--- config.mk ---
export PLATFORM = sky130hd
export DESIGN_NAME = piso_stream
export DESIGN_NICKNAME = d
export VERILOG_FILES = /design/src/rtl/piso_stream.sv
export SDC_FILE = /design/constraint.sdc
export NUM_CORES = 1
export LEC_CHECK = 0
export ABC_AREA = 0
export CAP_MARGIN = 20
export CORE_MARGIN = 8
export CORE_UTILIZATION = 45
export DETAILED_ROUTE_END_ITERATION = 8
export GPL_ROUTABILITY_DRIVEN = 1
export MAX_ROUTING_LAYER = met4
export PLACE_DENSITY_LB_ADDON = 0.3
export REMOVE_ABC_BUFFERS = 1
export SYNTH_ARGS = -nofsm -noshare
export SYNTH_HDL_FRONTEND = slang
export SYNTH_SLANG_ARGS = --single-unit
export TNS_END_PERCENT = 10
--- constraint.sdc ---
create_clock -name clk -period 5.5 [get_ports clk]
set_input_delay 0.55 -clock clk [delete_from_list [all_inputs] [get_ports clk]]
set_output_delay 0.55 -clock clk [all_outputs]
set_load 0.02 [all_outputs]
--- src/rtl/piso_stream.sv ---
// Parallel-in serial-out streamer: one WIDTH-bit word per frame, LSB- or MSB-first per word.
// Latency: first frame bit on ser_out one cycle after the accepting edge; back-to-back frames are gapless.
// Backpressure: one-word holding register; in_ready = !hold_full. Optional macro PISO_STREAM_PARITY_EN appends even parity.
module piso_stream #(
    parameter int WIDTH = 16
) (
    input  logic             clk,
    input  logic             rst,
    input  logic [WIDTH-1:0] in_data,
    input  logic             in_valid,
    input  logic             in_msb_first,
    output logic             in_ready,
    output logic             ser_out,
    output logic             ser_valid,
    output logic             frame_start,
    output logic             done,
    output logic             busy
);

`ifdef PISO_STREAM_PARITY_EN
    localparam int FRAME_LEN = WIDTH + 1;
`else
    localparam int FRAME_LEN = WIDTH;
`endif
    localparam int CNT_W = $clog2(WIDTH + 2);
    localparam logic [CNT_W-1:0] LAST_IDX = CNT_W'(FRAME_LEN - 1);

    typedef enum logic {IDLE, SHIFT} state_t;

    state_t           state;
    logic [WIDTH-1:0] shift_reg;
    logic             shift_msb;
    logic [WIDTH-1:0] hold_reg;
    logic             hold_msb;
    logic             hold_full;
    logic [CNT_W-1:0] cnt;
    logic [CNT_W-1:0] cnt_nxt;
    logic             accept;

    // Bit idx of the frame for a given word; shifts avoid over-wide index selects.
    function automatic logic frame_bit(input logic [WIDTH-1:0] word,
                                       input logic             msb,
                                       input logic [CNT_W-1:0] idx);
        logic [WIDTH-1:0] lsb_sh;
        logic [WIDTH-1:0] msb_sh;
        lsb_sh = word >> idx;
        msb_sh = word << idx;
`ifdef PISO_STREAM_PARITY_EN
        if (idx == CNT_W'(WIDTH))
            return ^word;
`endif
        return msb ? msb_sh[WIDTH-1] : lsb_sh[0];
    endfunction

    assign in_ready = !hold_full;
    assign accept   = in_valid && in_ready;
    assign cnt_nxt  = cnt + CNT_W'(1);

    always_ff @(posedge clk or posedge rst) begin
        if (rst) begin
            state       <= IDLE;
            shift_reg   <= '0;
            shift_msb   <= 1'b0;
            hold_reg    <= '0;
            hold_msb    <= 1'b0;
            hold_full   <= 1'b0;
            cnt         <= '0;
            ser_out     <= 1'b0;
            ser_valid   <= 1'b0;
            frame_start <= 1'b0;
            done        <= 1'b0;
            busy        <= 1'b0;
        end else if (state == IDLE) begin
            if (accept) begin
                state       <= SHIFT;
                shift_reg   <= in_data;
                shift_msb   <= in_msb_first;
                cnt         <= '0;
                ser_out     <= frame_bit(in_data, in_msb_first, '0);
                ser_valid   <= 1'b1;
                frame_start <= 1'b1;
                done        <= 1'b0;
                busy        <= 1'b1;
            end
        end else if (cnt != LAST_IDX) begin
            cnt         <= cnt_nxt;
            ser_out     <= frame_bit(shift_reg, shift_msb, cnt_nxt);
            frame_start <= 1'b0;
            done        <= (cnt_nxt == LAST_IDX);
            if (accept) begin
                hold_reg  <= in_data;
                hold_msb  <= in_msb_first;
                hold_full <= 1'b1;
            end
        end else if (hold_full) begin
            // Last bit with a word waiting: chain it in with no idle cycle.
            shift_reg   <= hold_reg;
            shift_msb   <= hold_msb;
            hold_full   <= 1'b0;
            cnt         <= '0;
            ser_out     <= frame_bit(hold_reg, hold_msb, '0);
            frame_start <= 1'b1;
            done        <= 1'b0;
        end else if (accept) begin
            shift_reg   <= in_data;
            shift_msb   <= in_msb_first;
            cnt         <= '0;
            ser_out     <= frame_bit(in_data, in_msb_first, '0);
            frame_start <= 1'b1;
            done        <= 1'b0;
        end else begin
            state       <= IDLE;
            cnt         <= '0;
            ser_out     <= 1'b0;
            ser_valid   <= 1'b0;
            frame_start <= 1'b0;
            done        <= 1'b0;
            busy        <= 1'b0;
        end
    end

endmodule

==> qor.yml <==
synthCells: 210
rsz0062_at_grt: "false"
synthDominantCellAreaShare: 0.498
async_reset_ff_frac: 1.00
die_w_um: 86.9
antenna_found_initial: 0
fin_area_um2: 2640
cts_tree: "yes"
hold_viol_final: 0
ys_types: 35
worstSetupPathType: "flop to flop"
ctsResizeCount: 0
place_ws_ps: 2720
fin_crit_ps: 2780
power.total_mw: 0.845
p_per_area_nw_per_um2: 321
vias: 1675
area_growth_pct: 16.6
critPathCaptureType: "flop"
setup_violations: 0
cp_max_fo: 15
grt_max_degree: 46
dr.pass1.iters: 4
synthTopCellsByArea: "dfrtp_1 (50%), mux2_2 (8.5%), o22ai_1 (5.0%), a21oi_1 (4.9%), nor2_1 (3.8%)"
synth_ff_type: "dfrtp_1"
clk_latency_ps: 290
clock-sinks: 45
cp.required_ps: 5670
maxSlewViolCount: 0
yosysWarnings: 0
io_buffers: 25
dr.first_iter.drc_count: 49
worst_pin_slew_ps: 860
hold_path.class: "flop to flop"
std_cell_rows: 26
grtUsageTotal: 0.131
synth-edff-count: 0
diodes: 0
startpoint_type: "flop"
wirelength_mm: 4.43
crit_slowest_cell: "ha_1"
viasPerCell: 5.49
seq_area_frac_synth: 0.498
start_util: 0.454
cap_viol_max_count: 0
arrival_ps: 2950
clock_skew_ps: 7.65
synth.largest_area_cell: "dfrtp_1"
post_cts_buffers: 0
drc: 0
routedWlPerCell_um: 14.5
hold_buffers: 0
period_share: 0.506
ys_top_cells_by_count: "dfrtp_1 (45), nor2_1 (23), a21oi_1 (22), o22ai_1 (18), mux2_2 (17)"
h-tree-depth: 2
ys_ff_latch: 45
overflow: 0
tns_ps: 0
max-vdd-ir-drop_mv: 0.188
synth_area_um2: 2260
timing.final.ws_setup_ps: 2720
post-synth-top-count-cell: "dfrtp_1"
syn_area_per_cell_um2: 10.8
cts.path.max_buffers: 2
maxSlewHeadroom: 0.427
core_area_um2: 4980
cp_cell_sequence: "inv_1 > ha_1 > mux4_2 > nand2_1 > nand2_1 > o311ai_0 > o41ai_2"
die_h_um: 86.9
cp_slowest_stage_delay_ps: 680
ant_nets: 0
nets: 258
drive_above_1_share: 0.140
status: "finished clean"
grt_pass1_wl_mm: 7.78
num_io_pins: 26
path_buf_inv: 1
fmax_mhz: 359
placed_cell_area_um2: 2550
leakagePower_nw: 1.14
cpMostUsedCell: "nand2_1"
cts-root-buf: "clkbuf_8"
dieArea_um2: 7550
grt_pass1_vias: 1718
cpLargestDelayFamily: "adder cells"
cts_made_buffers: 5
path_clk_slew_ps: 90
finalWeightedCongestion: 0.858
hpwlAfterDp_mm: 3.03
per-layer routing:
metal / track usage / part of all wire / up-vias
met4: 0.0485 / 0.013 / 0
met2: 0.217 / 0.49 / 24
met1: 0.154 / 0.47 / 831
met5: - / 0 / -
li1: - / - / 812
met3: 0.0264 / 0.030 / 8
worst paths after layout:
check	depth (start not counted)	end	slack, ps	from
max	7	ser_out	2720	cnt[0]
min	1	frame_start	500	frame_start
max reg2reg	7	ser_out	2720	cnt[0]
min reg2reg	1	frame_start	500	frame_start
max in group asynchronous	3	shift_reg[12]	4410	rst
min in group asynchronous	3	hold_reg[10]	700	rst
cell usage in the layout (no fill, tap or decap):
cell type / Yosys / final
a21o_1: 1 / 1
clkinv_1: 0 / 1
nand2_1: 16 / 16
o41ai_2: 1 / 1
clkbuf_1: 7 / 1
clkdlybuf4s50_1: 0 / 25
o21ai_0: 5 / 5
xor2_1: 2 / 2
nand2b_1: 1 / 1
clkinv_2: 0 / 2
a21oi_2: 1 / 1
mux4_1: 2 / 2
and4_1: 1 / 1
clkbuf_8: 1 / 5
inv_1: 7 / 6
nor2_1: 23 / 23
a2111oi_0: 2 / 2
and2b_1: 1 / 1
nand3_1: 7 / 7
o31ai_1: 1 / 1
mux2_2: 17 / 17
nor3b_1: 1 / 1
o311ai_0: 1 / 1
nor2b_1: 2 / 2
o22ai_1: 18 / 18
buf_4: 1 / 4
o32ai_1: 1 / 1
a21oi_1: 22 / 22
xnor2_2: 1 / 1
dfrtp_1: 45 / 45
a311oi_1: 1 / 1
ha_1: 4 / 4
mux4_2: 2 / 2
mux2i_1: 8 / 8
a31oi_1: 3 / 3
nand4_1: 1 / 1
report_power, final:
group / internal, mW / switching (mW)
logic: 0.111 / 0.0945
clock network: 0.0882 / 0.108
registers: 0.397 / 0.0461
cells by family after synthesis:
logic type / synth area share
AO/OA/AOI/OAI: 0.155
AND/OR/NAND/NOR: 0.102
flip-flops: 0.498
multiplexers: 0.163
buffers and inverters: 0.0448
adder cells (fa/ha/maj): 0.0221
XOR/XNOR: 0.0149
layout make-up:
type	instances	area, µm²
clock inverters	2	10.0
multi-input cells	146	1030
well taps	70	87.6
clock buffers	6	72.6
inverters	7	26.3
flip-flops and latches	45	1130
repair buffers	29	280
fillers	441	2340
stage by stage:
stage	hold WS [ps]	utilization	cells
after floorplan	482	-	198
after global placement	473	0.513	297
after detailed placement	487	0.513	297
after CTS	505	0.530	305
after global routing	521	0.530	305
final	498	0.530	305
No activity file was read; power rests on OpenSTA's default activity.
